### src/rtl/lat_tester_pkg.sv
// Shared types and default constants for the latency tester.
package lat_tester_pkg;

    typedef enum logic [2:0] {
        StIdle,
        StLatMeas,
        StStbMeas,
        StRearm,
        StFinished
    } state_e;

    localparam int unsigned TICK_DIV_DEFAULT = 270;
    localparam int unsigned STB_MIN_DEFAULT  = 100;

    // Counter width able to hold 0..n-1, never narrower than one bit.
    function automatic int unsigned cnt_width(input int unsigned n);
        return (n > 1) ? $clog2(n) : 1;
    endfunction

endpackage

### src/rtl/lt_tick_div.sv
// Result-tick prescaler: one tick per TICK_DIV clk27 cycles, restartable via clr.
module lt_tick_div
    import lat_tester_pkg::*;
#(
    parameter int unsigned TICK_DIV = TICK_DIV_DEFAULT
) (
    input  logic clk27,
    input  logic reset,
    input  logic clr,
    output logic tick
);

    localparam int unsigned    CntW   = cnt_width(TICK_DIV);
    localparam logic [CntW-1:0] CntMax = CntW'(TICK_DIV - 1);

    logic [CntW-1:0] cnt_q;
    logic [CntW-1:0] cnt_d;

    always_comb begin
        tick  = 1'b0;
        cnt_d = cnt_q + 1'b1;
        if (clr) begin
            cnt_d = '0;
        end else if (cnt_q == CntMax) begin
            tick  = 1'b1;
            cnt_d = '0;
        end
    end

    always_ff @(posedge clk27) begin
        if (reset) begin
            cnt_q <= '0;
        end else begin
            cnt_q <= cnt_d;
        end
    end

endmodule

### src/rtl/lat_tester_multi.sv
// Multi-sample display latency tester: measures trigger->sensor latency and sensor settling.
// Optional LT_MINMAX_EN adds per-run latency minimum/maximum outputs.
module lat_tester_multi
    import lat_tester_pkg::*;
#(
    parameter int unsigned TICK_DIV   = TICK_DIV_DEFAULT,
    parameter int unsigned LAT_W      = 16,
    parameter int unsigned STB_W      = 12,
    parameter int unsigned STB_MIN    = STB_MIN_DEFAULT,
    parameter int unsigned NSAMP_LOG2 = 3
) (
    input  logic                  clk27,
    input  logic                  reset,
    input  logic                  active,
    input  logic                  armed,
    input  logic                  trigger,
    input  logic                  sensor,
    output logic [LAT_W-1:0]      lat_result,
    output logic [STB_W-1:0]      stb_result,
    output logic [LAT_W-1:0]      lat_avg,
    output logic [NSAMP_LOG2:0]   sample_cnt,
    output logic                  trig_waiting,
    output logic                  timeout,
`ifdef LT_MINMAX_EN
    output logic [LAT_W-1:0]      lat_min,
    output logic [LAT_W-1:0]      lat_max,
`endif
    output logic                  finished
);

    localparam int unsigned        AccW   = LAT_W + NSAMP_LOG2;
    localparam logic [NSAMP_LOG2:0] NSamp  = (NSAMP_LOG2 + 1)'(1 << NSAMP_LOG2);
    localparam logic [STB_W-1:0]   StbMin = STB_W'(STB_MIN);

    logic [1:0] trig_sync_q;
    logic [1:0] sens_sync_q;
    logic       trig_s;
    logic       sens_s;

    state_e                state_q, state_d;
    logic [LAT_W-1:0]      lat_q, lat_d;
    logic [STB_W-1:0]      stb_q, stb_d;
    logic [AccW-1:0]       acc_q, acc_d;
    logic [NSAMP_LOG2:0]   cnt_q, cnt_d;
    logic                  timeout_q, timeout_d;
    logic [LAT_W-1:0]      avg_q, avg_d;
    logic                  low_seen_q, low_seen_d;
`ifdef LT_MINMAX_EN
    logic [LAT_W-1:0]      min_q, min_d;
    logic [LAT_W-1:0]      max_q, max_d;
`endif

    logic presc_clr;
    logic tick;
    logic sample_done;

    assign trig_s = trig_sync_q[1];
    assign sens_s = sens_sync_q[1];

    lt_tick_div #(
        .TICK_DIV (TICK_DIV)
    ) u_tick_div (
        .clk27 (clk27),
        .reset (reset),
        .clr   (presc_clr),
        .tick  (tick)
    );

    always_comb begin
        state_d     = state_q;
        lat_d       = lat_q;
        stb_d       = stb_q;
        acc_d       = acc_q;
        cnt_d       = cnt_q;
        timeout_d   = timeout_q;
        avg_d       = avg_q;
        low_seen_d  = low_seen_q;
`ifdef LT_MINMAX_EN
        min_d       = min_q;
        max_d       = max_q;
`endif
        presc_clr   = 1'b1;
        sample_done = 1'b0;

        unique case (state_q)
            StIdle: begin
                lat_d     = '0;
                stb_d     = '0;
                acc_d     = '0;
                cnt_d     = '0;
                timeout_d = 1'b0;
`ifdef LT_MINMAX_EN
                min_d     = '1;
                max_d     = '0;
`endif
                if (armed && trig_s) state_d = StLatMeas;
            end
            StLatMeas: begin
                presc_clr = 1'b0;
                // Sensor edge wins over a simultaneous saturation.
                if (!sens_s) begin
                    state_d   = StStbMeas;
                    presc_clr = 1'b1;
                end else if (&lat_q) begin
                    timeout_d   = 1'b1;
                    sample_done = 1'b1;
                end else if (tick) begin
                    lat_d = lat_q + 1'b1;
                end
            end
            StStbMeas: begin
                presc_clr = 1'b0;
                if (&stb_q) begin
                    timeout_d   = 1'b1;
                    sample_done = 1'b1;
                end else if (sens_s && (stb_q >= StbMin)) begin
                    sample_done = 1'b1;
                end else if (tick) begin
                    stb_d = stb_q + 1'b1;
                end
            end
            StRearm: begin
                if (!low_seen_q) begin
                    if (!trig_s) begin
                        low_seen_d = 1'b1;
                        if (cnt_q == NSamp) begin
                            state_d = StFinished;
                            avg_d   = LAT_W'(acc_q >> NSAMP_LOG2);
                        end
                    end
                end else if (trig_s && armed) begin
                    state_d = StLatMeas;
                    lat_d   = '0;
                    stb_d   = '0;
                end
            end
            StFinished: begin
                if (!armed) state_d = StIdle;
            end
            default: state_d = StIdle;
        endcase

        if (sample_done) begin
            state_d    = StRearm;
            acc_d      = acc_q + AccW'(lat_q);
            cnt_d      = cnt_q + 1'b1;
            low_seen_d = 1'b0;
`ifdef LT_MINMAX_EN
            if (lat_q < min_q) min_d = lat_q;
            if (lat_q > max_q) max_d = lat_q;
`endif
        end

        if (!active) state_d = StIdle;
    end

    always_ff @(posedge clk27) begin
        if (reset) begin
            trig_sync_q <= '0;
            sens_sync_q <= '0;
            state_q     <= StIdle;
            lat_q       <= '0;
            stb_q       <= '0;
            acc_q       <= '0;
            cnt_q       <= '0;
            timeout_q   <= 1'b0;
            avg_q       <= '0;
            low_seen_q  <= 1'b0;
`ifdef LT_MINMAX_EN
            min_q       <= '1;
            max_q       <= '0;
`endif
        end else begin
            trig_sync_q <= {trig_sync_q[0], trigger};
            sens_sync_q <= {sens_sync_q[0], sensor};
            state_q     <= state_d;
            lat_q       <= lat_d;
            stb_q       <= stb_d;
            acc_q       <= acc_d;
            cnt_q       <= cnt_d;
            timeout_q   <= timeout_d;
            avg_q       <= avg_d;
            low_seen_q  <= low_seen_d;
`ifdef LT_MINMAX_EN
            min_q       <= min_d;
            max_q       <= max_d;
`endif
        end
    end

    assign lat_result   = lat_q;
    assign stb_result   = stb_q;
    assign lat_avg      = avg_q;
    assign sample_cnt   = cnt_q;
    assign timeout      = timeout_q;
    assign trig_waiting = (state_q == StLatMeas);
    assign finished     = (state_q == StFinished);
`ifdef LT_MINMAX_EN
    assign lat_min      = min_q;
    assign lat_max      = max_q;
`endif

endmodule

### config.mk
export PLATFORM = sky130hd
export DESIGN_NAME = lat_tester_multi
export DESIGN_NICKNAME = d
export VERILOG_FILES = /design/src/rtl/lat_tester_pkg.sv /design/src/rtl/lt_tick_div.sv /design/src/rtl/lat_tester_multi.sv
export SDC_FILE = /design/constraint.sdc
export NUM_CORES = 1
export LEC_CHECK = 0
export ABC_AREA = 1
export CORE_MARGIN = 2
export CORE_UTILIZATION = 40
export DETAILED_ROUTE_END_ITERATION = 6
export HOLD_SLACK_MARGIN = 0.03
export SETUP_SLACK_MARGIN = 0.3
export SLEW_MARGIN = 30
export SYNTH_ARGS = -nofsm -noshare
export SYNTH_HDL_FRONTEND = slang
export SYNTH_SLANG_ARGS = --single-unit
export TNS_END_PERCENT = 10
### constraint.sdc
create_clock -name clk27 -period 2.9 [get_ports clk27]
set_clock_uncertainty 0.05 [all_clocks]
set_input_delay 0.29 -clock clk27 [delete_from_list [all_inputs] [get_ports clk27]]
set_output_delay 0.29 -clock clk27 [all_outputs]
set_load 0.01 [all_outputs]
==> results of run 1 <==
[cell type report]
class,count,area (um2)
Timing Repair Buffer,63,608
Clock buffer,10,239
Sequential cell,85,1700
Fill cell,1426,6840
Multi-Input combinational cell,633,3290
Tap cell,176,220
Inverter,103,387
Clock inverter,6,68.8
[cell families (layout without fill, tap and decap cells)]
group | after synthesis | count (layout) | share of synthesized area, %
flops | 85 | 85 | 30.8
fa+ha+maj | 24 | 24 | 5.57
buf+inv | 127 | 182 | 9.74
xor+xnor | 23 | 23 | 3.65
simple gates | 486 | 486 | 40.1
compound gates | 100 | 100 | 10.1
[through the flow]
| step | worst slack (ps) | util (%) |
|---|---|---|
| floorplan | 926 | - |
| global placement | 827 | 46.5 |
| detailed placement | 782 | 46.5 |
| CTS | 772 | 48.8 |
| global route | 594 | 48.8 |
| finish | 783 | 48.8 |
[power breakdown]
| part | internal [uW] | total [uW] | switching [uW] |
|---|---|---|---|
| clock | 698 | 1210 | 513 |
| combinational | 18.4 | 67.2 | 48.8 |
| sequential | 1170 | 1170 | 3.30 |
| total | 1890 | 2450 | 565 |
[flip-flops by register name, summed over array words and instances, names as in the netlist, 3 cells and up]
name	flops
stb_result	12
lat_result	16
sample_cnt	4
state_q	3
u_tick_div.cnt_q	9
acc_q	19
lat_avg	16
[metal layers]
| layer | share of wire, % | global-route usage [%] | up-vias |
|---|---|---|---|
| met2 | 47 | 35.4 | 123 |
| met5 | 0 | 0 | - |
| met1 | 46 | 26.9 | 2350 |
| met3 | 4.6 | 4.68 | 23 |
| met4 | 2.5 | 6.97 | 0 |
| li1 | - | - | 2810 |
[critical path: cells and delay by family, from the launching register on]
kind	cells	cell delay [ps]
and+or+nand+nor	7	730
DFF	1	370
adders and majority gates	2	720
buffers and inverters	1	50
AOI/OAI and AO/OA	1	60
[cell usage after synthesis]
cell type,n,area [um2]
o21a_1,1,7.51
nor3_1,20,100
clkbuf_1,14,52.6
buf_6,5,56.3
nand2_1,225,845
nand4_1,30,188
nand3_4,1,17.5
dfxtp_1,85,1700
o211ai_1,1,7.51
ha_1,23,288
nand3b_1,1,7.51
or2_2,6,37.5
a21oi_1,62,310
fa_1,1,20.0
nand3_1,53,265
nand3_2,12,120
o21ai_2,1,8.76
nor2_2,6,37.5
a31oi_1,2,12.5
and2_1,2,12.5
o21ai_0,21,105
o21ai_1,1,5.00
inv_1,96,360
buf_2,1,5.00
nand2_2,12,75.1
o22ai_1,1,6.26
xor2_1,17,149
buf_4,3,22.5
or2_0,1,6.26
nand2_4,1,11.3
clkinv_1,1,3.75
xnor2_1,6,52.6
a21oi_2,9,78.8
nor3b_1,2,15.0
nor2_1,107,402
nor2_4,7,78.8
inv_2,6,22.5
buf_8,1,15.0
a21oi_4,1,16.3
[path summary, 6_finish.rpt]
kind	to	start	cells after the start
worst max-delay path	acc_q[8]	lat_result[0]	11
worst min-delay path	trig_sync_q[1]	trig_sync_q[0]	2
worst max register to register	acc_q[8]	lat_result[0]	11
worst min register to register	trig_sync_q[1]	trig_sync_q[0]	2
==> results.env, run 1 <==
CTS.SINK_COUNT=85
SYN2LAYOUT_AREA_GROWTH_PCT=17.8
FIN_AREA_UM2=6510
DPL.HPWL_MM=11.2
SETUP.WORST_PATH.START_CLASS='flip-flop'
FINAL_MAX_SLEW_VIOL_COUNT=0
SYNTH_SEQ_CELLS=85
GR-TOTAL-OVERFLOW=0
SLOWEST_DELAY_PS=440
NUM_ROWS=42
CRIT_PATH_END_KIND='flip-flop'
DR_TOTAL_VIAS=5306
START_UTIL_PCT=41.4
HOLDCRITPATHCLASS='flip-flop to flip-flop'
NNETSFINAL=925
PIN_COUNT_OF_THE_BIGGEST_NET_ENTERING_GLOBAL_ROUTING=47
SYNTHESIS.NETS=875
SETUP-VIOLATIONS-FINAL=0
CTS-ROOT-BUF='clkbuf_16'
POST_SYNTH_INSTANCE_AREA_UM2=5530
PLACE.GP.CONGESTION=0.889
FLOORPLAN.DIE.WIDTH_UM=122
GRT_PASS1_VIAS=4927
CTS-BUFFERS-INSERTED=9
LAYOUT.CELLS.NON_FILLER=1076
MAXSLEWHEADROOM_PCT=57.7
STATUS='completed'
FIN_CRIT_PS=2120
NETLIST_INSTANCES=845
CPMAXSTAGEDELAYCELL='fa_1'
TNS_PS=0
DIE_AREA_UM2=14800
WORSTMARGINPINSLEW_PS=633
PEAK_FREQ_MHz=472
POSTSYNTHAREAPERCELL_UM2=6.54
DESIGN_POWER_TOTAL_uW=2450
WORST-ENDPOINT-REQUIRED_PS=3070
GRT_SETUP_UNREPAIRED='no'
SHARE_OF_POST_ROUTE_CELLS_WITH_DRIVE_STRENGTH_ABOVE_1_PCT=9.56
DIODES=0
YOSYS_WARNINGS=0
TIMING.CRITICAL_PATH.MODE_CELL='nand2_1'
LAYOUT_COMMONEST_CELL='nand2_1'
POWER_DENSITY_nW_PER_UM2=377
YOSYS.CELL_TYPES.COUNT=39
CORE_AREA_UM2=13300
CTS_MAX_LEVEL=3
NUMPORTBUFFERS=56
HOLDWS_PS=354
CAP_VIOLATIONS=0
LENGTH_OF_THE_FIRST_DETAILED_ROUTING_PASS_IN_ITERATIONS=5
POST_DRT_VIA_CELL_RATIO=4.93
CTS-ROOT-TO-SINK-BUFFERS=2
CLK_TRANSITION_REPORTED_PATHS_PS=70
DPL_CELL_AREA_UM2=6200
PLACED_CELLS_INCL_TAPS=1060
ANT_NETS=0
CRITPATHARRIVALTIME_PS=2290
MOSTFREQUENTLAYOUTCELLS='nand2_1 (225), nor2_1 (107), inv_1 (96)'
DIE_Y_UM=122
IOS=57
CTS_POST_SETUP_BUFFERS_INSERTED=0
WIRELENGTH_MM=15.0
CRIT_PATH_MAX_FANOUT=7
DETAIL_ROUTE.WL_PER_CELL_UM=14.0
GRT_ANTENNA_BEFORE_REPAIR=0
FINALHOLDVIOLCOUNT=0
GRT_PASS1_WL_MM=24.6
CRITICAL_PATH.CELL_CHAIN='ha_1, fa_1, nand2_1, inv_1, nand2_1, nand2_1, nand2_1, nand2_1, or2_2, nand3_2, a21oi_2'
WORST_IR_DROP_VDD_V=0.000221
CTS-HOLD-FIX-BUFFERS=0
CRITPATHKIND='flip-flop to flip-flop'
LEAKAGE_POWER_uW=0.00264
SYNTH_SEQUENTIAL_AREA_RATIO_PCT=30.8
POST_CTS_RESIZED=0
CTS_TREE='yes'
WORST_SKEW_PAIR_LATENCY_PS=350
TIMING.FINAL.CRIT_SHARE_PCT=73.0
RRSETUPSLACK_PS=780
DRT-INITIAL-DRC-COUNT=315
GRT_USAGE_PCT=21.1
DRC=0
No activity file was read; power rests on OpenSTA's default activity.
==> inputs of run 2 (changes only) <==
- clock period: 2.9 -> 1.95 ns (I/O delays scaled with it)
==> run 2 against run 1 <==
Clock power is 49% higher; sequential share of layout area is 2.2 points lower; sequential cell count stayed put; final area is 11% higher; sequential power is 49% higher; register-to-register slack worse by 680 ps; via count is 6.2% higher; largest power group unchanged; count of clock-buffer cells in the layout is 1 lower; first-iteration DRC count is 1.9% lower; global-route usage is 1.9 points higher.
==> results.env, run 2 (same netlist as run 1, synthesis figures left out) <==
CLK_TRANSITION_REPORTED_PATHS_PS=70  # about the same
WORST-ENDPOINT-REQUIRED_PS=2120  # was 3070 ps
NUMPORTBUFFERS=56  # unchanged
FINAL_MAX_SLEW_VIOL_COUNT=0  # unchanged
LARGEST-REGISTER='acc_q'  # unchanged
CTS-ROOT-TO-SINK-BUFFERS=2  # unchanged
NFILLCELLS=1363  # was 1426
GR-TOTAL-OVERFLOW=0  # unchanged
CTS_TREE='yes'  # unchanged
PEAK_FREQ_MHz=542  # was 472 MHz
DIE_Y_UM=122  # unchanged
DETAIL_ROUTE.WL_PER_CELL_UM=14.5  # was 14.0 um
TIMING.FINAL.CRIT_SHARE_PCT=94.5  # was 73.0%
LAYOUT.CELLS.NON_FILLER=1122  # was 1076
LENGTH_OF_THE_FIRST_DETAILED_ROUTING_PASS_IN_ITERATIONS=5  # unchanged
NNETSFINAL=971  # was 925
WIRELENGTH_MM=16.3  # was 15.0 mm
MAXSLEWHEADROOM_PCT=58.5  # was 57.7%
POWER_DENSITY_nW_PER_UM2=504  # was 377 nW/um2
START_UTIL_PCT=41.4  # unchanged
GRT_USAGE_PCT=22.9  # was 21.1%
IOS=57  # unchanged
GRT_SETUP_UNREPAIRED='yes'  # was no
DIODES=0  # unchanged
CTS-BUFFERS-INSERTED=9  # unchanged
TNS_PS=0  # unchanged
HOLDWS_PS=293  # was 354 ps
CTS-HOLD-FIX-BUFFERS=0  # unchanged
POST_DRT_VIA_CELL_RATIO=5.02  # was 4.93
DRC=0  # unchanged
CTS.SINK_COUNT=85  # unchanged
CRITPATHARRIVALTIME_PS=2020  # was 2290 ps
MOSTFREQUENTLAYOUTCELLS='nand2_1 (212), nor2_1 (103), inv_1 (94)'  # was nand2_1 (225), nor2_1 (107), inv_1 (96)
HOLDCRITPATHCLASS='primary input to flip-flop'  # was flip-flop to flip-flop
SETUP-VIOLATIONS-FINAL=0  # unchanged
CTS-ROOT-BUF='clkbuf_16'  # unchanged
TIMING.FINAL.WS_SETUP_PS=106  # was 783 ps
SHARE_OF_POST_ROUTE_CELLS_WITH_DRIVE_STRENGTH_ABOVE_1_PCT=20.4  # was 9.56%
GRT_PASS1_WL_MM=26.5  # was 24.6 mm
CRIT_PATH_MAX_FANOUT=3  # was 7
PLACE.GP.CONGESTION=0.944  # was 0.889
WORST_SKEW_PAIR_LATENCY_PS=360  # was 350 ps
GRT_ANTENNA_BEFORE_REPAIR=0  # unchanged
CRIT_PATH_END_KIND='flip-flop'  # unchanged
MULTI_INPUT_COMB_AREA_UM2=3550  # was 3290 um2
CAP_VIOLATIONS=0  # unchanged
FLOORPLAN.DIE.WIDTH_UM=122  # unchanged
GRT_PASS1_VIAS=5381  # was 4927
FIN_CRIT_PS=1840  # was 2120 ps
DRT-INITIAL-DRC-COUNT=309  # was 315
WORST_IR_DROP_VDD_V=0.000695  # was 0.000221 V
NUM_ROWS=42  # unchanged
WORSTMARGINPINSLEW_PS=622  # was 633 ps
LAYOUT_COMMONEST_CELL='nand2_1'  # unchanged
POST-PLACE-WS_PS=69.9  # was 782 ps
REGAREA_UM2=1730  # was 1700 um2
STATUS='completed'  # unchanged
PIN_COUNT_OF_THE_BIGGEST_NET_ENTERING_GLOBAL_ROUTING=47  # unchanged
CORE_AREA_UM2=13300  # unchanged
PLACED_CELLS_INCL_TAPS=1095  # was 1060
LARGEST_REGISTER_FFS=19  # unchanged
SETUP.WORST_PATH.START_CLASS='flip-flop'  # unchanged
CTS_MAX_LEVEL=3  # unchanged
DR_TOTAL_VIAS=5636  # was 5306
DPL.HPWL_MM=11.9  # was 11.2 mm
DIE_AREA_UM2=14800  # unchanged
ANT_NETS=0  # unchanged
SYN2LAYOUT_AREA_GROWTH_PCT=30.9  # was 17.8%
FINALHOLDVIOLCOUNT=0  # unchanged
LEAKAGE_POWER_uW=0.00290  # was 0.00264 uW
CRITPATHKIND='flip-flop to flip-flop'  # unchanged
-- run 2: per-layer routing --
metal | share of wire, % | routed length [um] | GRT usage (%) | up-vias
met5 | 0 | 0 | 0 | -
met1 | 45 | 7330 | 28.9 | 2568
li1 | - | - | - | 2913
met3 | 4.1 | 665 | 4.54 | 40
met4 | 3.7 | 596 | 10.7 | 0
met2 | 47 | 7680 | 37.9 | 115
-- run 2: report_power, final --
group          switching [uW]  internal (uW)  total (uW)
logic                    75.7           33.7         109
clock network             787           1010        1800
registers                4.46           1740        1740
-- run 2: timing repair --
item	4_1_cts	5_1_grt
gates resized for setup	47	20
endpoints found under the setup margin	89	99
endpoints found under the hold margin	0	0
gates cloned	1	0
buffers inserted	7	3
pin swaps	8	9
-- run 2: worst paths after layout --
kind | start | to | slack [ps] | cells after the start
setup / recovery | lat_result[0] | acc_q[6] | 110 | 8
hold / removal | trigger | trig_sync_q[0] | 290 | 3
setup reg to reg | lat_result[0] | acc_q[6] | 110 | 8
hold reg to reg | sens_sync_q[0] | sens_sync_q[1] | 350 | 2
-- run 2: critical path, cell delays in order (launching register included) --
cell	delay, ps
dfxtp_4	370
ha_4	170
fa_2	380
buf_4	160
nand2_1	70
nand3_2	90
or2_2	290
nand3_2	90
a21oi_2	50
-- run 2: layout make-up --
type / instances / share of cell area [%]
clock buffers: 9 / 3.11
well taps: 176 / 3.04
multi-input cells: 633 / 49.1
inverters: 103 / 5.38
flip-flops and latches: 85 / 24.0
repair buffers: 109 / 14.2
clock inverters: 7 / 1.12
-- run 2: through the flow --
stage	power (uW)	area [um2]	util [%]
after global placement	1890	6520	48.8
after floorplan	1850	5550	-
after CTS	3700	7140	53.5
final	3650	7230	54.2
after global routing	3780	7230	54.2
after detailed placement	1890	6520	48.8
==> inputs of run 3 (changes only) <==
- CORE_MARGIN: 2 -> unset
- clock period: 1.95 -> 1.5 ns (I/O delays scaled with it)
==> run 3 against run 2 <==
The run now ends with negative setup slack left; setup slack lost 420 ps; count of clock-buffer cells in the layout is 3 higher; clock power grew 24%; global-route usage is 0.91 points higher; highest routed layer unchanged; sequential power grew 29%; cell count is 7.5% higher; core utilization increased by 5.5 points; non-clock buffer count rose by 83; register-to-register slack got worse by 420 ps; wire length grew 3.6%; largest cell class unchanged.
==> results.env, run 3 (same netlist as run 1, synthesis figures left out) <==
STATUS='finished with violations'  # was completed
VIOLATIONS='negative setup slack'
POWER_DENSITY_nW_PER_UM2=582  # was 504 nW/um2
DPL.HPWL_MM=12.5  # was 11.9 mm
FIN_CRIT_PS=1810  # was 1840 ps
DIODES=0  # unchanged
WORST-ENDPOINT-REQUIRED_PS=1670  # was 2120 ps
CRITPATHKIND='flip-flop to flip-flop'  # unchanged
RRSETUPSLACK_PS=-310  # was 110 ps
CRIT_PATH_MAX_FANOUT=4  # was 3
CAP_VIOLATIONS=0  # unchanged
TNS_PS=-8560  # was 0 ps
DIE_AREA_UM2=14300  # was 14800 um2
PLACE.GP.CONGESTION=0.902  # was 0.944
NUMPORTBUFFERS=56  # unchanged
CRITPATHARRIVALTIME_PS=1990  # was 2020 ps
SYN2LAYOUT_AREA_GROWTH_PCT=44.1  # was 30.9%
FLOORPLAN.DIE.WIDTH_UM=120  # was 122 um
ANT_NETS=0  # unchanged
TIMING.HOLD.WORST_PATH_DEPTH=3  # unchanged
LEAKAGE_POWER_uW=0.00351  # was 0.00290 uW
DRC=0  # unchanged
TIMING.FINAL.WS_SETUP_PS=-313  # was 106 ps
LARGEST_REGISTER_FFS=19  # unchanged
POST-PLACE-WS_PS=-321  # was 69.9 ps
PLACED_CELLS_INCL_TAPS=1188  # was 1095
FINALHOLDVIOLCOUNT=0  # unchanged
GRT_PASS1_WL_MM=27.1  # was 26.5 mm
DIE_Y_UM=120  # was 122 um
HOLDCRITPATHCLASS='primary input to flip-flop'  # unchanged
FINAL_MAX_SLEW_VIOL_COUNT=0  # unchanged
CRIT_PATH_END_KIND='flip-flop'  # unchanged
MOSTFREQUENTLAYOUTCELLS='nand2_1 (211), buf_4 (113), nor2_1 (99)'  # was nand2_1 (212), nor2_1 (103), inv_1 (94)
SETUP.WORST_PATH.START_CLASS='flip-flop'  # unchanged
DESIGN_POWER_TOTAL_uW=4630  # was 3650 uW
CTS-ROOT-BUF='clkbuf_16'  # unchanged
DRT-INITIAL-DRC-COUNT=268  # was 309
POST_DRT_VIA_CELL_RATIO=4.90  # was 5.02
IOS=57  # unchanged
GRT_SETUP_UNREPAIRED='yes'  # unchanged
NFILLCELLS=1294  # was 1363
CTS-BUFFERS-INSERTED=9  # unchanged
DR_TOTAL_VIAS=5912  # was 5636
NUM_ROWS=42  # unchanged
MAXSLEWHEADROOM_PCT=67.5  # was 58.5%
DETAIL_ROUTE.WL_PER_CELL_UM=14.0  # was 14.5 um
WORST_SKEW_PAIR_LATENCY_PS=350  # was 360 ps
GRT_PASS1_VIAS=5703  # was 5381
CAPTURE_INSTANCE_OF_THE_WORST_REGISTER_TO_REGISTER_PATH='acc_q[8]'  # was acc_q[6]
CLK_TRANSITION_REPORTED_PATHS_PS=70  # about the same
WHS_ENDPOINT='stb_result[11]'  # was trig_sync_q[0]
PIN_COUNT_OF_THE_BIGGEST_NET_ENTERING_GLOBAL_ROUTING=33  # was 47
RR_STARTPOINT='lat_result[0]'  # unchanged
SHARE_OF_POST_ROUTE_CELLS_WITH_DRIVE_STRENGTH_ABOVE_1_PCT=32.7  # was 20.4%
SETUP-VIOLATIONS-FINAL=55  # was 0
LARGEST-REGISTER='acc_q'  # unchanged
START_UTIL_PCT=41.4  # unchanged
HOLD_PATH_STARTPOINT='reset'  # was trigger
CORE_AREA_UM2=13300  # unchanged
GR-TOTAL-OVERFLOW=0  # unchanged
GRT_ANTENNA_BEFORE_REPAIR=0  # unchanged
PEAK_FREQ_MHz=552  # was 542 MHz
NNETSFINAL=1055  # was 971
CTS_MAX_LEVEL=3  # unchanged
R2R.WORST_PATH.CELLS=11  # was 8
GRT_USAGE_PCT=23.9  # was 22.9%
TIMING.FINAL.CRIT_SHARE_PCT=121  # was 94.5%
WIRELENGTH_MM=16.8  # was 16.3 mm
CTS-ROOT-TO-SINK-BUFFERS=2  # unchanged
CTS_TREE='yes'  # unchanged
CTS.SINK_COUNT=85  # unchanged
LAYOUT_COMMONEST_CELL='nand2_1'  # unchanged
LENGTH_OF_THE_FIRST_DETAILED_ROUTING_PASS_IN_ITERATIONS=5  # unchanged
LAYOUT.CELLS.NON_FILLER=1206  # was 1122
WORST_IR_DROP_VDD_V=0.000654  # was 0.000695 V
WORSTMARGINPINSLEW_PS=487  # was 622 ps
[run 3: cell count changes in the layout (fill, tap and decap cells not counted), moves of 10 or more]
cell,change
dfxtp_1,-14
buf_6,+27
dfxtp_4,+16
buf_2,+16
buf_4,+66
dlygate4sd2_1,+10
clkdlybuf4s50_1,-49
[run 3: power breakdown]
part,switching (uW),internal [uW]
registers,5.79,2230
logic,112,54.3
clock network,1000,1230
[run 3: how the worst max path moves through the flow]
stage,start,end,cells after the start
global route,lat_result[0],acc_q[8],11
CTS,lat_result[0],acc_q[8],11
global placement,lat_result[0],acc_q[8],11
finish,lat_result[0],acc_q[8],11
floorplan,lat_result[0],acc_q[8],11
detailed placement,armed,lat_result[15],9
[run 3: routing by layer]
| metal | GRT usage (%) | wire, um |
|---|---|---|
| met1 | 29.3 | 7570 |
| met2 | 40.6 | 8130 |
| met3 | 5.23 | 755 |
| met4 | 8.83 | 396 |
| met5 | 0 | 0 |
[run 3: metrics by stage]
step	utilization [%]	hold slack, ps	area [um2]
after floorplan	-	207	5570
after global placement	54.5	340	7280
after detailed placement	54.5	344	7280
after CTS	57.1	161	7620
after global routing	59.6	175	7960
final	59.6	172	7960
[run 3: area by class of cell]
class	count	area [um2]	share of cell area (%)
inverter	103	392	4.92
timing repair buffer	192	1620	20.3
clock inverter	4	31.3	0.393
tap	176	220	2.77
multi-input combinational	634	3650	45.9
sequential	85	1790	22.5
clock buffer	12	258	3.24
[run 3: worst max-delay path: stages, from the launching register on]
cell,delay [ps]
dfxtp_4,360
ha_4,160
fa_2,390
nand2_1,80
inv_1,40
nand2_1,60
nand2_2,80
nand2_2,70
nand2_2,70
or2_4,220
nand3_2,60
a21oi_2,40
[run 3: what timing repair did]
action / 4_1_cts / 5_1_grt
endpoints found under the setup margin: 132 / 105
cloned: 0 / 1
pin swaps: 2 / 16
buffers inserted: 1 / 0
hold buffers: 0 / 0
resized for setup: 194 / 95
